<file path="config.mk">
export PLATFORM = sky130hd
export DESIGN_NAME = axis_frame_arbiter
export DESIGN_NICKNAME = d
export VERILOG_FILES = /design/src/rtl/axis_arb_pkg.sv /design/src/rtl/axis_rr_pick.sv /design/src/rtl/axis_frame_arbiter.sv
export SDC_FILE = /design/constraint.sdc
export NUM_CORES = 1
export LEC_CHECK = 0
export CAP_MARGIN = 20
export CELL_PAD_IN_SITES_DETAIL_PLACEMENT = 1
export CELL_PAD_IN_SITES_GLOBAL_PLACEMENT = 1
export CORE_MARGIN = 2
export CORE_UTILIZATION = 18
export DETAILED_ROUTE_END_ITERATION = 8
export HOLD_SLACK_MARGIN = 0.12
export PLACE_DENSITY_LB_ADDON = 0.1
export SLEW_MARGIN = 20
export SYNTH_ARGS = -nofsm -noshare
export SYNTH_HDL_FRONTEND = slang
export SYNTH_SLANG_ARGS = --single-unit
</file>
<file path="constraint.sdc">
create_clock -name clk -period 2.2 [get_ports clk]
set_input_delay 0.22 -clock clk [delete_from_list [all_inputs] [get_ports clk]]
set_output_delay 0.22 -clock clk [all_outputs]
set_load 0.05 [all_outputs]
</file>
<file path="src/rtl/axis_arb_pkg.sv">
// Shared types and helpers for the frame-aware AXI-stream arbiter.
package axis_arb_pkg;

    typedef enum logic [1:0] {
        IDLE,
        PASS,
        TERM
    } state_t;

    // Index width for n ports, never narrower than one bit.
    function automatic int gw_of(input int n);
        return (n <= 2) ? 1 : $clog2(n);
    endfunction

endpackage

</file>
<file path="src/rtl/axis_rr_pick.sv">
// Round-robin picker: first requesting port after last_grant, with wrap.
module axis_rr_pick
    import axis_arb_pkg::*;
#(
    parameter int NUM_IN = 4,
    parameter int GW     = gw_of(NUM_IN)
) (
    input  logic [NUM_IN-1:0] req,
    input  logic [GW-1:0]     last_grant,
    output logic [GW-1:0]     pick,
    output logic              any_req
);

    logic          found;
    logic [GW-1:0] sel;

    // Scan ports last_grant+1 .. last_grant+NUM_IN; the first hit wins.
    always_comb begin
        pick    = '0;
        found   = 1'b0;
        sel     = '0;
        any_req = |req;
        for (int unsigned k = 1; k <= NUM_IN; k++) begin
            sel = GW'((32'(last_grant) + k) % NUM_IN);
            if (!found && req[sel]) begin
                pick  = sel;
                found = 1'b1;
            end
        end
    end

endmodule

</file>
<file path="src/rtl/axis_frame_arbiter.sv">
// Frame-aware round-robin AXI-stream arbiter with per-source frame flush.
module axis_frame_arbiter
    import axis_arb_pkg::*;
#(
    parameter  int NUM_IN = 4,
    parameter  int DWIDTH = 32,
    parameter  int UWIDTH = 1,
    localparam int GW     = gw_of(NUM_IN)
) (
    input  logic                     clk,
    input  logic                     rstn,
    input  logic [NUM_IN-1:0]        flush,
    input  logic [NUM_IN-1:0]        s_valid,
    input  logic [NUM_IN-1:0]        s_last,
    input  logic [NUM_IN*DWIDTH-1:0] s_data,
    input  logic [NUM_IN*UWIDTH-1:0] s_user,
    output logic [NUM_IN-1:0]        s_ready,
    input  logic                     m_ready,
    output logic                     m_valid,
    output logic                     m_last,
    output logic [DWIDTH-1:0]        m_data,
    output logic [UWIDTH-1:0]        m_user,
    output logic [GW-1:0]            grant_id,
    output logic                     busy
);

    state_t        state;
    logic [GW-1:0] last_grant;
    logic          beat_seen;
    logic [GW-1:0] pick;
    logic          any_req;
    logic          hs;

    axis_rr_pick #(
        .NUM_IN (NUM_IN),
        .GW     (GW)
    ) u_pick (
        .req        (s_valid),
        .last_grant (last_grant),
        .pick       (pick),
        .any_req    (any_req)
    );

    // Output mux: granted port passes straight through in PASS; TERM emits a zero last beat.
    always_comb begin
        m_valid = 1'b0;
        m_last  = 1'b0;
        m_data  = '0;
        m_user  = '0;
        s_ready = '0;
        case (state)
            PASS: begin
                m_valid           = s_valid[grant_id];
                m_last            = s_last[grant_id];
                m_data            = s_data[32'(grant_id)*DWIDTH +: DWIDTH];
                m_user            = s_user[32'(grant_id)*UWIDTH +: UWIDTH];
                s_ready[grant_id] = m_ready;
            end
            TERM: begin
                m_valid = 1'b1;
                m_last  = 1'b1;
            end
            default: ;
        endcase
    end

    assign hs = m_valid && m_ready;

    // Arbitration FSM; a real last beat outranks flush, and flush before any beat just releases the grant.
    always_ff @(posedge clk) begin
        if (!rstn) begin
            state      <= IDLE;
            grant_id   <= '0;
            last_grant <= GW'(NUM_IN - 1);
            beat_seen  <= 1'b0;
            busy       <= 1'b0;
        end else begin
            case (state)
                IDLE: begin
                    if (any_req) begin
                        grant_id  <= pick;
                        beat_seen <= 1'b0;
                        state     <= PASS;
                        busy      <= 1'b1;
                    end
                end
                PASS: begin
                    if (hs)
                        beat_seen <= 1'b1;
                    if (hs && m_last) begin
                        state      <= IDLE;
                        last_grant <= grant_id;
                        busy       <= 1'b0;
                    end else if (flush[grant_id] && (beat_seen || hs)) begin
                        state <= TERM;
                    end else if (flush[grant_id]) begin
                        state      <= IDLE;
                        last_grant <= grant_id;
                        busy       <= 1'b0;
                    end
                end
                TERM: begin
                    if (m_ready) begin
                        state      <= IDLE;
                        last_grant <= grant_id;
                        busy       <= 1'b0;
                    end
                end
                default: begin
                    state <= IDLE;
                    busy  <= 1'b0;
                end
            endcase
        end
    end

endmodule

</file>
### Word-level counts from Yosys, hierarchy flattened

Cells that the tools add are included.

| cells by class | value |
|---|---|
| add/subtract/negate cells | 4 |
| order comparisons | 6 |
| equal/unequal tests | 8 |
| shift-type cells | 2 |
| mux-type cells | 48 |
| bitwise operators | 1 |
| reduce and logical (&&, ||, !) cells | 20 |

Operator list:

| kind | number |
|---|---|
| 128-bit by 8-bit variable part select with 32-bit output | 1 |
| 32-bit two-way mux | 1 |
| 2-bit two-way mux | 13 |
| 1-bit two-way mux | 19 |
| 2-bit by 3-bit less-than comparator with 1-bit output, second input constant | 5 |
| 1-bit binary-select mux with 2-bit select | 7 |
| 4-bit AND reduction | 2 |
| 1-bit logical AND | 7 |
| 2-bit inequality test, second input constant | 3 |
| 3-bit inequality test, second input constant | 2 |
| 1-bit one-hot mux with 2 select lines | 3 |
| 2-bit one-hot mux with 3 select lines | 1 |
| 3-bit AND reduction | 2 |
| 2-bit by 1-bit adder with 2-bit output, second input constant | 2 |
| 2-bit adder, second input constant | 2 |
| 4-bit AND | 1 |
| 4-bit two-way mux | 1 |
| 4-bit inequality test, second input constant | 1 |
| 2-bit one-hot mux with 2 select lines | 1 |
| 2-bit nonzero test | 2 |
| 4-bit OR reduction | 1 |
| 4-bit by 3-bit variable part select with 1-bit output | 1 |
| 1-bit logical NOT | 3 |
| 1-bit one-hot mux with 3 select lines | 1 |
| 7 further kinds | 7 |

| storage, ports and cells | value |
|---|---|
| register bits after elaboration | 8 |
| input port bits | 147 |
| output and inout port bits | 42 |
| word-level logic and storage cells | 94 |

### Depth between registers and ports, before layout

Gate-level depths: netlist of the first run.

| depth | value |
|---|---|
| depth in word-level cells | 13 |
| mapped depth | 7 |
| mapped depth without buffers | 7 |

### Modules after synthesis

Synthesis of the first run repeated with hierarchy kept, for this count alone.

| second synthesis, totals | value |
|---|---|
| cell total of the unflattened synthesis | 167 |
| area, all modules | 1735.4 µm² |

By module, submodules not included:

| module | instances | cells an instance | area an instance (µm²) |
|---|---|---|---|
| axis_frame_arbiter | 1 | 153 | 1654.1 |
| axis_rr_pick | 1 | 14 | 81.3 |

### Least setup slack after synthesis of the first run

Ideal clock, no wire load.

| path | value |
|---|---|
| kind | register -> output |
| start point | register grant_id[0] |
| end point | output s_ready[1] |
| data arrival time | 2.415 ns |
| slack | -0.435 ns |
| cell stages (with the launch flop) | 5 |
| cells stage by stage | dfxtp_1 > buf_6 > clkbuf_1 > inv_1 > nor3_1 |

| on the way | value |
|---|---|
| cells in the longest elaborated chain, start to end | 6 |
| elaborated cells between the ends (all ways) | 7 |

Ends and longest elaborated chain:

| what | line | RTL |
|---|---|---|
| start, declared | axis_frame_arbiter.sv:23 | `output logic [GW-1:0] grant_id,` |
| start signal, assigned | axis_frame_arbiter.sv:81 | `grant_id <= pick;` |
| 2-bit by 3-bit less-than comparator with 1-bit output (not written as such) / 2-bit by 1-bit greater-or-equal comparator with 1-bit output (equally long branches) | axis_frame_arbiter.sv:57 | `s_ready[grant_id] = m_ready;` |
| 1-bit logical AND (not written as such) | axis_frame_arbiter.sv:57 |  |
| 1-bit two-way mux (not written as such) | axis_frame_arbiter.sv:57 |  |
| 1-bit demux with 2-bit select (*) | axis_frame_arbiter.sv:57 |  |
| 4-bit AND (no line) (*) | n/a |  |
| 4-bit two-way mux (*) | axis_frame_arbiter.sv:51 | `case (state)` |
| end, declared | axis_frame_arbiter.sv:17 | `output logic [NUM_IN-1:0] s_ready,` |

Every way passes the cells marked *; elsewhere a longest branch is shown, timed or not.

### Worst setup path after layout of the first run

| path | value |
|---|---|
| start point | register grant_id[0] |
| end point | register state[1] |

| on the way | value |
|---|---|
| cells in the longest elaborated chain, start to end | 9 |
| elaborated cells between the ends (all ways) | 17 |

Ends and longest elaborated chain:

| what | line | RTL |
|---|---|---|
| 1-bit binary-select mux with 2-bit select | axis_frame_arbiter.sv:53 | `m_valid = s_valid[grant_id];` |
| 1-bit two-way mux (not written as such) | axis_frame_arbiter.sv:53 |  |
| 1-bit one-hot mux with 2 select lines | axis_frame_arbiter.sv:51 |  |
| 1-bit logical AND | axis_frame_arbiter.sv:67 | `assign hs = m_valid && m_ready;` |
| 1-bit logical OR | axis_frame_arbiter.sv:94 | `end else if (flush[grant_id] && (beat_seen \|\| hs)) begin` |
| 1-bit logical AND | axis_frame_arbiter.sv:94 |  |
| 2-bit two-way mux | axis_frame_arbiter.sv:94 |  |
| 2-bit two-way mux | axis_frame_arbiter.sv:90 | `if (hs && m_last) begin` |
| 2-bit one-hot mux with 3 select lines | axis_frame_arbiter.sv:78 | `case (state)` |
| end signal, assigned | axis_frame_arbiter.sv:91 | `state <= IDLE;` |
| end signal, assigned | axis_frame_arbiter.sv:95 | `state <= TERM;` |
| end signal, assigned | axis_frame_arbiter.sv:97 | `state <= IDLE;` |
| end, declared | axis_frame_arbiter.sv:27 | `state_t state;` |

Parallel ways exist; a longest one is shown, timed or not. The select of a mux whose other input is x is not followed.
A chain may end at the register's enable or synchronous reset.

==> flow_summary.yaml, run 1 <==
synth:
  synth-edff-count: 0
  ys_ff_latch: 8
  ys_seq_area_frac: 0.09503
  synthArstFlopShare: 0
  synth_top_area_frac: 0.4811
  synth_top_family_by_area: "multiplexers"
  synth_xor_area_frac: 0
  synth_compound_area_frac: 0.1180
  ys_warn_count: 0
  synthTopCellsByArea: "mux4_2, and2_1, dfxtp_1, ha_1, o211ai_1"
  syn_inst: 162
  synth_mux_area_frac: 0.4937
  synth_fp_nets: 312
  synth-simple-area-share: 0.2175
  synth.most_common_cell: "mux4_2"
  synth_top_cell_by_area: "mux4_2"
  synthAdderAreaFrac: 0.02227
  synth_cell_types: 36
  netlist_area_um2: 1685
  syn_avg_cell_area_um2: 10.40
  synth_flop_cell: "dfxtp_1"
  synthTopCellsByCount: "mux4_2, and2_1, clkbuf_1"
placement:
  port_buffers: 188
  gp_congestion: 0.8441
  dp_hpwl_um: 8166
  dpl.cell_count: 462
critical_path:
  crit_path_max_incr_delay_ns: 0.59
  r2r_end: "state[1]"
  rr_worst_depth: 7
  r2r_slack_ns: 0.14
  crit_path_start: "grant_id[0]"
  crit_type: "reg -> reg"
  cp-end-kind: "register"
  cp_cell_sequence: "buf_12 -> mux4_2 -> nand2b_1 -> a21oi_4 -> buf_4 -> o21ai_0 -> o211a_1"
  r2r-start: "grant_id[0]"
  critPathMaxFanout: 30
  slowest_stage: "mux4_2"
  cp.required_ns: 2.38
  setup.worst_path.end: "state[1]"
  crit_arrival_ns: 2.23
  critPathLaunchType: "register"
final_layout:
  final_net_count: 506
  fill_cells: 1003
  seqCellArea_um2: 165.2
  area.growth.synth_to_final_pct: 144.5
  drive_above_1_share: 0.3549
  multi_input_comb_area_um2: 1476
  layout.cells.non_filler: 467
  final_util: 0.4503
power:
  pwr-share-comb: 0.894
  powerDensity_nw_per_um2: 1063
  netSwitchingFraction: 0.4893
  p_leak_nw: 1.558
  ir_drop_v: 0.0006964
  power.share.sequential: 0.062
  power_mw: 4.383
  p_switching_mw: 2.145
  p_int_mw: 2.238
  power_frac_clock: 0.043
run:
  max-cap-violations: 0
timing:
  finalMaxSlewViolations: 0
  slew_headroom: 0.6748
  finalCriticalPeriod_ns: 2.055
  fmax_mhz: 486.6
  holdWs_ns: 0.5403
  hold_viol: 0
  rsz0062_at_grt: "no"
  setup_viol: 0
  finalCritPeriodShare: 0.9342
  skew_ns: 0.002063
  tightest_slew_ns: 0.4862
clock_network:
  cts_resized: 0
  clock_path_buffers: 2
  cts_tree: "built"
  clkLatencyLatePin_ns: 0.23
  cts_setup_buffers: 0
  clock-sinks: 8
  cts_hold_buffers: 0
  clkTransAtPathRegs_ns: 0.05
  cts-buffers-inserted: 3
  cts_root_buffer: "clkbuf_8"
  cts_max_level: 1
die:
  rows: 35
  die_area_um2: 10150
  die_w_um: 100.8
  start_util: 0.1841
  ios: 189
  core_um2: 9153
  die_h_um: 100.8
hold_path:
  holdCritPathClass: "reg -> reg"
  min_from: "state[1]"
global_routing:
  grt_overflow: 0
  grt_pass1_vias: 2404
  grt_max_degree: 39
  grt_use_total: 0.1883
  grt_first_pass_wirelength_um: 14410
  antenna_found_initial: 1
detailed_routing:
  detail-route-antenna-nets: 0
  drc: 0
  vias: 2200
  drtIter0Drc: 22
  viasPerCell: 4.711
  wl_per_cell_um: 20.26
  wl_um: 9461
  firstDrtPassIters: 4
outcome:
  status: "completed"
-- worst min path at each step --
stage | to | depth (start not counted)
floorplan | grant_id[1] | 2
global placement | state[1] | 1
detailed placement | state[1] | 1
CTS | state[1] | 1
global route | state[1] | 1
finish | state[1] | 1
-- cells by family after synthesis --
group | Yosys count
simple gates | 64
flops | 8
buf+inv | 21
fa+ha+maj | 3
mux | 38
compound gates | 28
-- power groups by stage --
stage	sequential [mW]	clock, mW	combinational, mW
after detailed placement	0.276	0	3.97
after global placement	0.277	0	3.95
final	0.273	0.191	3.92
after CTS	0.276	0.195	3.98
after global routing	0.287	0.202	4.18
after floorplan	0.328	0	2.28
-- cell usage in the layout, fill, tap and decap left out, drive strengths merged, types with 4 or more instances in the layout --
| cell type | synthesis | layout |
|---|---|---|
| a21oi | 7 | 7 |
| nand2 | 7 | 7 |
| and2 | 35 | 35 |
| clkdlybuf4s50 | 0 | 147 |
| mux4 | 36 | 36 |
| o211ai | 5 | 5 |
| o21ai | 5 | 5 |
| nor2b | 4 | 4 |
| buf | 5 | 56 |
| dfxtp | 8 | 8 |
| inv | 7 | 7 |
| nor2 | 5 | 5 |
| clkbuf | 9 | 4 |
-- cell type report --
cell class / instances / share of cell area
clock buffer: 4 / 0.01093
antenna: 1 / 0.0006072
sequential: 8 / 0.04007
tap: 111 / 0.03370
multi-input combinational: 133 / 0.3582
inverter: 7 / 0.006375
timing repair buffer: 203 / 0.5501
-- metrics by stage --
step,TNS [ns],instance area (um^2),worst slack [ns]
floorplan,0,1737,0.04991
global placement,0,4074,0.002429
detailed placement,-0.03812,4074,-0.03812
CTS,0,4119,0.08846
global route,0,4121,0.01692
finish,0,4121,0.1447
-- flip-flops by register name, indices dropped and copies added (netlist names) --
register	count
grant_id	2
last_grant	2
state	2
beat_seen	1
busy	1
-- metal layers --
metal | GRT usage | routed length, um | part of all wire | up-vias
met1 | 0.2029 | 3360 | 0.36 | 1065
met5 | 0 | 0 | 0 | -
met2 | 0.3656 | 5061 | 0.53 | 102
met3 | 0.04785 | 855 | 0.090 | 12
li1 | - | - | - | 1021
met4 | 0.04004 | 184 | 0.019 | 0
-- worst max-delay path, delay by kind of cell, from the launching register on --
family	cells	cell delay [ns]
multiplexers	1	0.59
AO/OA/AOI/OAI	3	0.47
buffers and inverters	2	0.39
flip-flops	1	0.38
AND/OR/NAND/NOR	1	0.17
Power figures use the tool's default switching activity.
==> run 2: changes to the inputs <==
MAX_ROUTING_LAYER = met4   (was unset)
==> run 2 against run 1 <==
  * Via count fell by 0.32%
  * Non-clock buffer count unchanged
  * Global-route usage increased by 0.50 points
  * Critical endpoint unchanged
  * Largest cell class unchanged
==> flow_summary.yaml, run 2 (synthesized netlist as in run 1, its figures left out) <==
critical_path:
  path_delay_family: "multiplexers"
  cp_num_buf_inv: 2
  critPathMaxFanout: 30
  crit_type: "reg -> reg"
  cp.required_ns: 2.38
  crit_arrival_ns: 2.23
  critPathLaunchType: "register"
  cp-end-kind: "register"
  crit_path_max_incr_delay_ns: 0.59
  cp_cell_sequence: "buf_12 -> mux4_2 -> nand2b_1 -> a21oi_4 -> buf_4 -> o21ai_0 -> o211a_1"
  slowest_stage: "mux4_2"
clock_network:
  clock_path_buffers: 2
  cts_max_level: 1
  cts_root_buffer: "clkbuf_8"
  cts_setup_buffers: 0
  cts-buffers-inserted: 3
  clkLatencyLatePin_ns: 0.23
  cts_tree: "built"
  cts_resized: 0
  clock-sinks: 8
  clkTransAtPathRegs_ns: 0.04
  cts_hold_buffers: 0
final_layout:
  top_regs: "grant_id: 2 flops, last_grant: 2 flops, state: 2 flops"
  final_net_count: 506
  mostFrequentLayoutCell: "clkdlybuf4s50_1"
  layout_common_cells: "clkdlybuf4s50_1, mux4_2, buf_12"
  area.growth.synth_to_final_pct: 144.5
  drive_above_1_share: 0.3549
  fill_cells: 1003
placement:
  dp_hpwl_um: 8166
  dp_slack_ns: -0.03812
  gp_congestion: 0.8574
  port_buffers: 188
timing:
  fin_ws_ns: 0.1416
  rsz0062_at_grt: "no"
  setup_viol: 0
  skew_ns: 0.001810
  hold_viol: 0
  slew_headroom: 0.6748
  finalCriticalPeriod_ns: 2.058
  finalMaxSlewViolations: 0
  finalCritPeriodShare: 0.9356
  fmax_mhz: 485.8
  tightest_slew_ns: 0.4862
global_routing:
  grt_first_pass_wirelength_um: 14390
  antenna_found_initial: 1
  grt_use_total: 0.1934
  grt_overflow: 0
  grt_pass1_vias: 2411
  grt_max_degree: 39
run:
  max-cap-violations: 0
hold_path:
  holdCritPathClass: "reg -> reg"
detailed_routing:
  firstDrtPassIters: 3
  viasPerCell: 4.696
  vias: 2193
  drc: 0
  wl_per_cell_um: 20.23
  detail-route-antenna-nets: 0
  drtIter0Drc: 18
  wl_um: 9448
die:
  start_util: 0.1841
  die_w_um: 100.8
  ios: 189
  rows: 35
  die_area_um2: 10150
  die_h_um: 100.8
  core_um2: 9153
power:
  ir_drop_v: 0.0006997
  p_leak_nw: 1.558
  powerDensity_nw_per_um2: 1063
  power_mw: 4.381
outcome:
  status: "completed"
==> run 2: cell counts in the layout (fill, tap and decap cells not counted) <==
Identical to the previous run, type by type.
==> run 2: layout make-up <==
| class | instances | area [um^2] | area share |
|---|---|---|---|
| diodes | 1 | 2.502 | 0.0006072 |
| repair buffers | 203 | 2267 | 0.5501 |
| flip-flops and latches | 8 | 165.2 | 0.04007 |
| clock buffers | 4 | 45.04 | 0.01093 |
| inverters | 7 | 26.28 | 0.006375 |
| well taps | 111 | 138.9 | 0.03370 |
| multi-input cells | 133 | 1476 | 0.3582 |
==> run 2: worst paths after layout <==
check                                end  slack (ns)        start  cells past startpoint
worst min register to register  state[1]        0.54     state[1]                      1
worst min-delay path            state[1]        0.54     state[1]                      1
worst max register to register  state[1]        0.14  grant_id[0]                      7
worst max-delay path            state[1]        0.14  grant_id[0]                      7
==> run 2: where the power goes <==
| group | switching, mW | internal [mW] |
|---|---|---|
| clock | 0.0635 | 0.126 |
| sequential | 0.0647 | 0.209 |
| combinational | 2.01 | 1.90 |
| total | 2.14 | 2.24 |
==> run 2: metrics by stage <==
stage / setup TNS [ns] / hold slack [ns] / util / std cells / area [um^2]
floorplan: 0 / 0.4436 / - / 162 / 1737
global placement: 0 / 0.5218 / 0.4451 / 462 / 4074
detailed placement: -0.03812 / 0.5373 / 0.4451 / 462 / 4074
CTS: 0 / 0.5481 / 0.4500 / 466 / 4119
global route: 0 / 0.5722 / 0.4503 / 467 / 4121
finish: 0 / 0.5414 / 0.4503 / 467 / 4121
==> run 2: layer usage <==
metal / share of wire / vias to the layer above / track usage
met5: 0 / - / -
met4: 0.018 / 0 / 0.04004
met3: 0.084 / 10 / 0.04438
met2: 0.54 / 100 / 0.3662
met1: 0.36 / 1063 / 0.2033
li1: - / 1020 / -
